**src/rtl/spell_mem_pkg.sv**
```systemverilog
// Shared definitions for the SPELL memory port.
// Holds the requester state encoding, the memory-space select values and the
// default address/data widths used by spell_mem_requester.
package spell_mem_pkg;

    localparam int unsigned DEF_ADDR_WIDTH = 8;
    localparam int unsigned DEF_DATA_WIDTH = 8;

    localparam logic MEM_SPACE_CODE = 1'b0;
    localparam logic MEM_SPACE_DATA = 1'b1;

    typedef enum logic [1:0] {
        ST_IDLE    = 2'd0,
        ST_ACCESS  = 2'd1,
        ST_RELEASE = 2'd2
    } state_t;

endpackage

```
**src/rtl/spell_mem_requester.sv**
```systemverilog
// Initiator side of the SPELL memory port.
// Takes one read/write request at a time from the core, presents it to the
// responder on the mem_* lines, waits for mem_data_ready and returns a
// one-cycle response. Every access is bounded by a timeout.
//
// Ports
//   clk, rst                      clock, asynchronous active-high reset
//   req_valid/req_ready           core request handshake
//   req_write, req_data_space     access kind and memory space
//   req_addr, req_wdata           access address and write data
//   rsp_valid                     one-cycle completion pulse
//   rsp_rdata, rsp_error          read data (0 for writes/timeouts), timeout flag
//   mem_select, mem_addr,         responder request lines, held stable while
//   mem_data_in, mem_type_data,   mem_select is high
//   mem_write
//   mem_data_out, mem_data_ready  responder read data and completion flag
module spell_mem_requester
    import spell_mem_pkg::*;
#(
    parameter int unsigned ADDR_WIDTH     = DEF_ADDR_WIDTH,
    parameter int unsigned DATA_WIDTH     = DEF_DATA_WIDTH,
    parameter int unsigned TIMEOUT_CYCLES = 15
) (
    input  logic                  clk,
    input  logic                  rst,

    input  logic                  req_valid,
    output logic                  req_ready,
    input  logic                  req_write,
    input  logic                  req_data_space,
    input  logic [ADDR_WIDTH-1:0] req_addr,
    input  logic [DATA_WIDTH-1:0] req_wdata,

    output logic                  rsp_valid,
    output logic [DATA_WIDTH-1:0] rsp_rdata,
    output logic                  rsp_error,

    output logic                  mem_select,
    output logic [ADDR_WIDTH-1:0] mem_addr,
    output logic [DATA_WIDTH-1:0] mem_data_in,
    output logic                  mem_type_data,
    output logic                  mem_write,
    input  logic [DATA_WIDTH-1:0] mem_data_out,
    input  logic                  mem_data_ready
);

    localparam int unsigned      CNT_W    = $clog2(TIMEOUT_CYCLES + 1);
    localparam logic [CNT_W-1:0] CNT_LAST = CNT_W'(TIMEOUT_CYCLES - 1);

    state_t           r_state;
    logic [CNT_W-1:0] r_cnt;
    logic             w_can_accept;

    // A responder still showing data_ready from an earlier access must not
    // let a new request in; otherwise the stale flag would complete it.
    assign w_can_accept = (r_state == ST_IDLE) && !mem_data_ready;

    // Reset is kept out of the flopped accept path and only gates the port.
    assign req_ready = w_can_accept && !rst;

    always_ff @(posedge clk or posedge rst) begin
        if (rst) begin
            r_state       <= ST_IDLE;
            r_cnt         <= '0;
            mem_select    <= 1'b0;
            mem_addr      <= '0;
            mem_data_in   <= '0;
            mem_type_data <= 1'b0;
            mem_write     <= 1'b0;
            rsp_valid     <= 1'b0;
            rsp_rdata     <= '0;
            rsp_error     <= 1'b0;
        end else begin
            case (r_state)
                ST_IDLE: begin
                    rsp_valid <= 1'b0;
                    rsp_error <= 1'b0;
                    if (req_valid && w_can_accept) begin
                        mem_addr      <= req_addr;
                        mem_data_in   <= req_wdata;
                        mem_write     <= req_write;
                        mem_type_data <= req_data_space;
                        mem_select    <= 1'b1;
                        r_cnt         <= '0;
                        r_state       <= ST_ACCESS;
                    end
                end

                ST_ACCESS: begin
                    if (mem_data_ready) begin
                        mem_select <= 1'b0;
                        rsp_valid  <= 1'b1;
                        rsp_error  <= 1'b0;
                        rsp_rdata  <= mem_write ? '0 : mem_data_out;
                        r_state    <= ST_RELEASE;
                    end else if (r_cnt == CNT_LAST) begin
                        mem_select <= 1'b0;
                        rsp_valid  <= 1'b1;
                        rsp_error  <= 1'b1;
                        rsp_rdata  <= '0;
                        r_state    <= ST_RELEASE;
                    end else begin
                        r_cnt <= r_cnt + CNT_W'(1);
                    end
                end

                ST_RELEASE: begin
                    // Late or lingering data_ready is absorbed here and
                    // never turns into a response.
                    rsp_valid <= 1'b0;
                    rsp_error <= 1'b0;
                    if (!mem_data_ready) begin
                        r_state <= ST_IDLE;
                    end
                end

                default: begin
                    mem_select <= 1'b0;
                    rsp_valid  <= 1'b0;
                    rsp_error  <= 1'b0;
                    r_state    <= ST_IDLE;
                end
            endcase
        end
    end

endmodule

```
**config.mk**
```make
export PLATFORM = sky130hd
export DESIGN_NAME = spell_mem_requester
export DESIGN_NICKNAME = d
export VERILOG_FILES = /design/src/rtl/spell_mem_pkg.sv /design/src/rtl/spell_mem_requester.sv
export SDC_FILE = /design/constraint.sdc
export NUM_CORES = 1
export LEC_CHECK = 0
export CAP_MARGIN = 20
export CELL_PAD_IN_SITES_DETAIL_PLACEMENT = 1
export CELL_PAD_IN_SITES_GLOBAL_PLACEMENT = 1
export CORE_MARGIN = 3
export CORE_UTILIZATION = 34
export CTS_BUF_LIST = sky130_fd_sc_hd__clkbuf_8
export DETAILED_ROUTE_END_ITERATION = 10
export MAX_ROUTING_LAYER = met4
export PLACE_DENSITY_LB_ADDON = 0.2
export SYNTH_ARGS = -nofsm -noshare
export SYNTH_HDL_FRONTEND = slang
export SYNTH_SLANG_ARGS = --single-unit
```
**constraint.sdc**
```tcl
create_clock -name clk -period 2.25 [get_ports clk]
set_clock_uncertainty 0.2 [all_clocks]
set_input_delay 0.5625 -clock clk [delete_from_list [all_inputs] [get_ports clk]]
set_output_delay 0.5625 -clock clk [all_outputs]
set_load 0.03 [all_outputs]
```
## Word-level counts from Yosys, hierarchy flattened

Index checks and enable logic that the tools add are counted.

- Register bits: 35
- Bits of input ports: 30
- Output and inout port bits: 30
- Word-level logic and storage cells: 54

- $add $sub $neg: 1
- Eq/ne operators: 8
- Mux-type cells: 21
- Bitwise operators: 1
- Reduce and logical (&&, ||, !) cells: 13

Operator list:

| cell | count |
|---|---|
| $mux 8 | 3 |
| $mux 4 | 3 |
| $mux 1 | 8 |
| $mux 2 | 4 |
| $pmux 4 s2 | 1 |
| $ne 2x2->1 const B | 3 |
| $pmux 2 s3 | 1 |
| $reduce_and 3->1 | 2 |
| $add 4x1->4 const B | 1 |
| $eq 4x4->1 const B | 1 |
| $reduce_and 2->1 | 2 |
| $reduce_and 4->1 | 1 |
| $reduce_bool 2->1 | 2 |
| $logic_and 1x1->1 | 3 |
| $ne 3x3->1 const B | 1 |
| $pmux 1 s3 | 1 |
| $eq 2x1->1 const B | 1 |
| $eq 2x2->1 const B | 1 |
| $logic_not 1->1 | 2 |
| $logic_not 2->1 | 1 |
| $ne 2x1->1 const B | 1 |
| $not 1->1 | 1 |

## Depth between registers and ports, before layout

Gate-level depths: netlist of the first run.

- Depth after elaboration: 5
- Mapped depth: 5
- Depth with buffers taken out: 5

## Least setup slack after synthesis of the first run

No wires, ideal clock.

- Path type: input to output
- Start: input port mem_data_ready
- End: output port req_ready
- Data arrival time: 1.512 ns
- Setup slack: -0.024 ns
- Stages: 1
- Path buffers: 0
- Path through: nor4_1

- Word-level cells in the longest chain between the ends: 3

RTL lines:

| element | RTL line | RTL |
|---|---|---|
| from (decl) | spell_mem_requester.sv:44 | `input logic mem_data_ready` |
| $logic_not 1->1 | -- |  |
| $logic_and 1x1->1 | spell_mem_requester.sv:56 | `assign w_can_accept = (r_state == ST_IDLE) && !mem_data_ready;` |
| $logic_and 1x1->1 | spell_mem_requester.sv:59 | `assign req_ready = w_can_accept && !rst;` |
| to (decl) | spell_mem_requester.sv:28 | `output logic req_ready,` |

Every way passes these cells.

## Worst setup path in the final report of the first run

- Start: input port rst
- End: output port req_ready

- Word-level cells in the longest chain between the ends: 2

RTL lines:

| element | RTL line | RTL |
|---|---|---|
| from (decl) | spell_mem_requester.sv:25 | `input logic rst,` |
| $logic_not 1->1 (no source line) | -- |  |
| $logic_and 1x1->1 | spell_mem_requester.sv:59 |  |

Every way passes these cells.

==> summary.md, run 1 <==
| Metric | Value |
|---|---|
| Outcome | complete, no violations |
| Fill cells | 384 |
| Synth Flop Type | dfrtp_1 |
| Root Driver | clkbuf_8 |
| Synth Register Bits | 35 |
| Max Clk Rate | 471 MHz |
| Critical Path RT | 1.49 ns |
| Count leader, synth | dfrtp_1 |
| Port bufs | 59 |
| Final instance area | 2150 um^2 |
| Die Ht | 70.3 um |
| Commonest cells in the netlist | 35 x dfrtp_1, 18 x mux2_1, 8 x a22o_1 |
| Leading area contributor after synthesis | dfrtp_1 |
| Vias in the first global route | 1178 |
| P_sw | 991 uW |
| Crit-path cells | clkdlybuf4s50_1 -> nor4_2 -> buf_4 |
| WL met3 | 255 um |
| Pins Over Slew Limit | 0 |
| CTS tree | done |
| Peak VDD IR | 578 uV |
| Met2 Wirelength | 1710 um |
| MaxCap Viol Count | 0 |
| Crit share post-route | 0.944 |
| EDFF count, synth | 0 |
| Initial antenna violation count | 0 |
| Met1 WL | 1340 um |
| Post-Syn Area | 1400 um^2 |
| Grt total ovfl | 0 |
| DR pass1 iterations | 4 |
| Gate Count Post-Synth | 95 |
| CTS Buf Count | 5 |
| Reg power frac | 0.383 |
| DR top layer | met4 |
| Largest net degree at the start of global routing | 36 |
| Clock Pin Slew Worst Setup and Hold Paths | 0.07 ns |
| CP delay by family, top | buffers and inverters |
| Routed Antenna Nets | 0 |
| Post-synth top area share | 0.624 |
| Hold_buf cts | 0 |
| Post-Syn Nets | 127 |
| Routed vias/inst | 4.91 |
| Crit Reg-Reg Startpoint | r_cnt[0] |
| H-tree Lvls | 2 |
| Area grow syn2layout | 53.4% |
| Sw Share | 0.381 |
| WP buf/inv | 2 |
| Slowest CP cell | clkdlybuf4s50_1 |
| DP HPWL | 2590 um |
| CORE AREA | 3830 um^2 |
| Antenna diode count | 0 |
| Final net count | 194 |
| Internal power | 1.61 mW |
| Power Total | 2.60 mW |
| Ranking of synthesized cells by area | dfrtp_1 62%, mux2_1 14%, a22o_1 5.0%, ha_1 1.8%, nor4b_4 1.7% |
| DRC viols | 0 |
| Lkg Pwr | 0.946 nW |
| Netlist cell types | 24 |
| Die Width | 70.3 um |
| First-pass GRT wire length | 5740 um |
| Beginning of the worst hold path | mem_data_in[0] |
| Min Tclk post-route | 2.12 ns |
| Worst rel slew slack | 0.705 |
| Worst EP arrival | 1.36 ns |
| R2R setup slack | 0.54 ns |
| Longest Clk Path Bufs | 2 |
| Hold slack | 0.290 ns |
| Die Area | 4940 um^2 |
| Iter 0 DRT Violations | 10 |
| Register area share after synthesis | 0.624 |
| Hold Vio Cnt, Final | 0 |
| Hold Crit Depth | 1 |
| Path depth of the worst reg2reg path | 5 |
| Worst setup EP type | primary output |
| DP Area | 2070 um^2 |
| Hold Path Class | reg2reg |
| Reg-to-Reg End | rsp_rdata[5] |
| Pwr/cell area | 1210 nW/um^2 |
| Clock group share of total power | 0.161 |
| Initial Util | 0.367 |
| IO Pins | 60 |
| TritonCTS Sinks | 35 |
| Ys async rst share | 1.00 |
| WL final | 3400 um |
| Worst Hold Path EP | mem_data_in[0] |
| Slowest stage delay, CP | 0.44 ns |
| Crit path launch type | input port |
| GRT Total Usage | 0.156 |
| Worst skew pair latency | 0.28 ns |
| # rows | 22 |
| RSZ-0062 raised after global routing | no |
| Warnings from Yosys | 0 |
| Critical Path Fanout Max | 2 |
| Worst Tran Pin Value | 0.442 ns |
| Post-DR wirelength/cell | 16.1 um |
| Critical Setup Path Class | in2out |
| Combinational Power Share | 0.455 |
| Setup_tns | 0 ns |
| Final setup viols | 0 |
| Routability cong. | 0.699 |
| Syn_area_per_cell | 14.8 um^2 |
| DR vias | 1035 |
| Layout cells sized above 1 | 0.0920 |
==> power by group through the flow <==
stage / clock [mW] / combinational [mW] / sequential, mW
final: 0.420 / 1.18 / 0.997
after global routing: 0.478 / 1.26 / 1.02
after CTS: 0.443 / 1.21 / 0.998
after detailed placement: 0 / 1.20 / 1.01
after global placement: 0 / 1.17 / 0.986
after floorplan: 0 / 0.259 / 1.38
==> worst max-delay path by stage <==
stage	startpoint	endpoint	slack (ns)	cells after the start
after floorplan	mem_data_ready	req_ready	0.31	1
after global placement	mem_data_ready	req_ready	0.007	3
after detailed placement	mem_data_ready	rsp_rdata[5]	-0.03	5
after CTS	rst	req_ready	0.10	3
after global routing	rst	req_ready	0.09	3
final	rst	req_ready	0.13	3
==> sequential cells by signal (all words and copies together), names as in the netlist <==
signal,count
r_cnt,4
rsp_error,1
mem_addr,8
mem_select,1
r_state,2
mem_type_data,1
rsp_rdata,8
mem_write,1
mem_data_in,8
rsp_valid,1
==> layout by cell type, fill, tap and decap left out, drive strengths merged <==
cell type,n
a21oi,1
a22o,8
nor2b,1
o21a,1
nor4b,1
dlygate4sd2,1
nor3b,1
and3b,1
o21ai,3
and3,1
clkbuf,5
mux2,18
mux2i,2
buf,5
dfrtp,35
ha,2
inv,5
nand3,4
nor4,1
a21boi,1
clkinv,1
nand2b,2
nand2,2
a31o,1
a21o,2
clkdlybuf4s50,57
a311oi,1
==> what timing repair did <==
item                       4_1_cts  5_1_grt
gates resized for setup          1        0
setup buffers                    0        0
setup endpoints to repair        1        0
==> logic make-up (layout without fill, tap and decap cells) <==
| kind of cell | Yosys count | count (layout) | synth area share |
|---|---|---|---|
| DFF | 35 | 35 | 0.624 |
| AOI/OAI and AO/OA | 18 | 18 | 0.0980 |
| adders and majority gates | 2 | 2 | 0.0178 |
| and+or+nand+nor | 14 | 14 | 0.0740 |
| muxes | 20 | 20 | 0.159 |
| buffers and inverters | 6 | 74 | 0.0276 |
==> through the flow <==
stage | worst slack (ns) | cells | util
global route | 0.0851 | 211 | 0.563
finish | 0.127 | 211 | 0.563
floorplan | 0.314 | 95 | -
detailed placement | -0.0285 | 203 | 0.542
CTS | 0.105 | 211 | 0.563
global placement | 0.00711 | 203 | 0.542
==> final cells by class <==
cell class              count  area, um^2  area share
well taps                  48        60.1      0.0279
clock buffers               5        68.8      0.0320
repair buffers             63         629       0.292
flip-flops and latches     35         876       0.407
inverters                   3        11.3     0.00523
multi-input cells          54         495       0.230
clock inverters             3        12.5     0.00581
==> routing by layer <==
| layer | GRT usage | up-vias |
|---|---|---|
| met5 | - | - |
| met4 | 0.0745 | 0 |
| met3 | 0.0561 | 9 |
| met2 | 0.257 | 48 |
| met1 | 0.165 | 502 |
| li1 | - | 476 |
Power figures use the tool's default switching activity.
==> run 2: changes to the inputs <==
Settings changed: CORE_UTILIZATION 34 to 32, CTS_BUF_LIST sky130_fd_sc_hd__clkbuf_8 to not set.
==> run 2 against run 1 <==
Against the previous run:
- global-route usage down 0.62 points
- hold slack worse by 0.0015 ns
- non-clock buffer count up 1
- first-iteration DRC count rose to 4.7 times the previous value
- fmax up 0.67%
- clock power up 2%
- setup slack better by 0.014 ns
- die area up 5.7%
- register-to-register slack about the same
==> summary.md, run 2 (same netlist as run 1, synthesis figures left out) <==
| Metric | Value |
|---|---|
| Crit path to | req_ready |
| Peak VDD IR | 511 uV |
| FF/Latch Area | 876 um^2 |
| DR pass1 iterations | 4 |
| Final worst slack | 0.141 ns |
| Most frequent cells in the layout | 57 x clkdlybuf4s50_1, 35 x dfrtp_1, 18 x mux2_1, 8 x a22o_1 |
| Hold Vio Cnt, Final | 0 |
| DRC viols | 0 |
| CTS tree | done |
| WL final | 3420 um |
| Hold Path Class | reg2reg |
| IO Pins | 60 |
| Beginning of the worst hold path | mem_type_data |
| Fin cells | 214 |
| Initial Util | 0.341 |
| Pwr/cell area | 1210 nW/um^2 |
| Worst skew pair latency | 0.28 ns |
| Longest Clk Path Bufs | 2 |
| Crit Reg-Reg Startpoint | r_state[1] |
| Iter 0 DRT Violations | 47 |
| Reg-to-Reg End | mem_addr[5] |
| H-tree Lvls | 2 |
| Grt total ovfl | 0 |
| Path depth of the worst reg2reg path | 3 |
| Critical Path RT | 1.49 ns |
| DP HPWL | 2590 um |
| R2R setup slack | 0.54 ns |
| CTS Buf Count | 5 |
| Outcome | complete, no violations |
| MaxCap Viol Count | 0 |
| # rows | 23 |
| Max Clk Rate | 474 MHz |
| Final instance area | 2160 um^2 |
| Routed vias/inst | 4.86 |
| First-pass GRT wire length | 5640 um |
| DP Worst Slack | -0.0230 ns |
| Final setup viols | 0 |
| Crit path launch type | input port |
| Pins Over Slew Limit | 0 |
| Worst EP arrival | 1.35 ns |
| Lkg Pwr | 0.943 nW |
| Post-CTS sizing | 1 |
| Worst setup EP type | primary output |
| Routed Antenna Nets | 0 |
| Die Ht | 72.2 um |
| Critical Setup Path Class | in2out |
| DP Area | 2080 um^2 |
| Area of the multi-input gates | 495 um^2 |
| Setup_tns | 0 ns |
| Crit share post-route | 0.937 |
| Post-DR wirelength/cell | 16.0 um |
| Die Area | 5220 um^2 |
| Routability cong. | 0.793 |
| Hold slack | 0.288 ns |
| DR vias | 1039 |
| Critical Path Start | rst |
| Initial antenna violation count | 0 |
| Placed cells | 206 |
| Min Tclk post-route | 2.11 ns |
| Antenna diode count | 0 |
| Area grow syn2layout | 54.1% |
| TritonCTS Sinks | 35 |
| Post-CTS setup buffer count | 0 |
| Final net count | 195 |
| Hold_buf cts | 0 |
| Worst rel slew slack | 0.704 |
| GRT Total Usage | 0.149 |
| Root Driver | clkbuf_8 |
| Fill cells | 426 |
| RSZ-0062 raised after global routing | no |
| Port bufs | 59 |
| CORE AREA | 4120 um^2 |
| Die Width | 72.2 um |
| Worst Tran Pin Value | 0.444 ns |
| Top Registers | mem_addr (8), mem_data_in (8), rsp_rdata (8) |
| Critical Path Fanout Max | 2 |
| Clock Pin Slew Worst Setup and Hold Paths | 0.06 ns |
| Vias in the first global route | 1182 |
| Commonest non-fill, non-tap cell in the layout | clkdlybuf4s50_1 |
| Layout cells sized above 1 | 0.0976 |
| Largest net degree at the start of global routing | 36 |
## run 2: cell count changes in the layout (fill, tap and decap cells not counted), sizes merged
cell,previous run,this run
buf,5,6
inv,5,3
clkbuf,5,7
## run 2: area by class of cell
| type | instances | share of cell area |
|---|---|---|
| Sequential cell | 35 | 0.405 |
| Timing Repair Buffer | 64 | 0.294 |
| Multi-Input combinational cell | 54 | 0.229 |
| Clock buffer | 7 | 0.0353 |
| Tap cell | 50 | 0.0289 |
| Inverter | 3 | 0.00521 |
| Clock inverter | 1 | 0.00231 |
## run 2: critical path, stage by stage
cell             delay, ns
clkdlybuf4s50_1       0.43
nor4_2                0.15
buf_4                 0.20
## run 2: worst min path at each step
| stage | cells past startpoint | endpoint | slack (ns) |
|---|---|---|---|
| after floorplan | 1 | r_cnt[3] | 0.27 |
| after global placement | 1 | mem_select | 0.26 |
| after detailed placement | 1 | mem_data_in[1] | 0.28 |
| after CTS | 1 | mem_type_data | 0.30 |
| after global routing | 1 | mem_addr[6] | 0.31 |
| final | 1 | mem_type_data | 0.29 |
## run 2: layer usage
| metal | global-route usage | up-vias | part of all wire | wire (um) |
|---|---|---|---|---|
| met5 | - | - | 0 | 0 |
| met4 | 0.0731 | 0 | 0.023 | 79 |
| met3 | 0.0485 | 7 | 0.048 | 165 |
| met2 | 0.246 | 34 | 0.54 | 1850 |
| met1 | 0.162 | 517 | 0.39 | 1330 |
| li1 | - | 481 | - | - |
## run 2: where the power goes
| part | switching, mW | total (mW) | internal (mW) |
|---|---|---|---|
| Combinational | 0.637 | 1.19 | 0.550 |
| Clock | 0.212 | 0.429 | 0.217 |
| Sequential | 0.140 | 0.995 | 0.854 |
## run 2: per-stage QoR
| stage | power [mW] | util |
|---|---|---|
| 3_3_place_gp | 2.16 | 0.506 |
| 2_1_floorplan | 1.64 | - |
| 6_report | 2.61 | 0.526 |
| 4_1_cts | 2.67 | 0.526 |
| 3_5_place_dp | 2.21 | 0.506 |
| 5_1_grt | 2.77 | 0.526 |
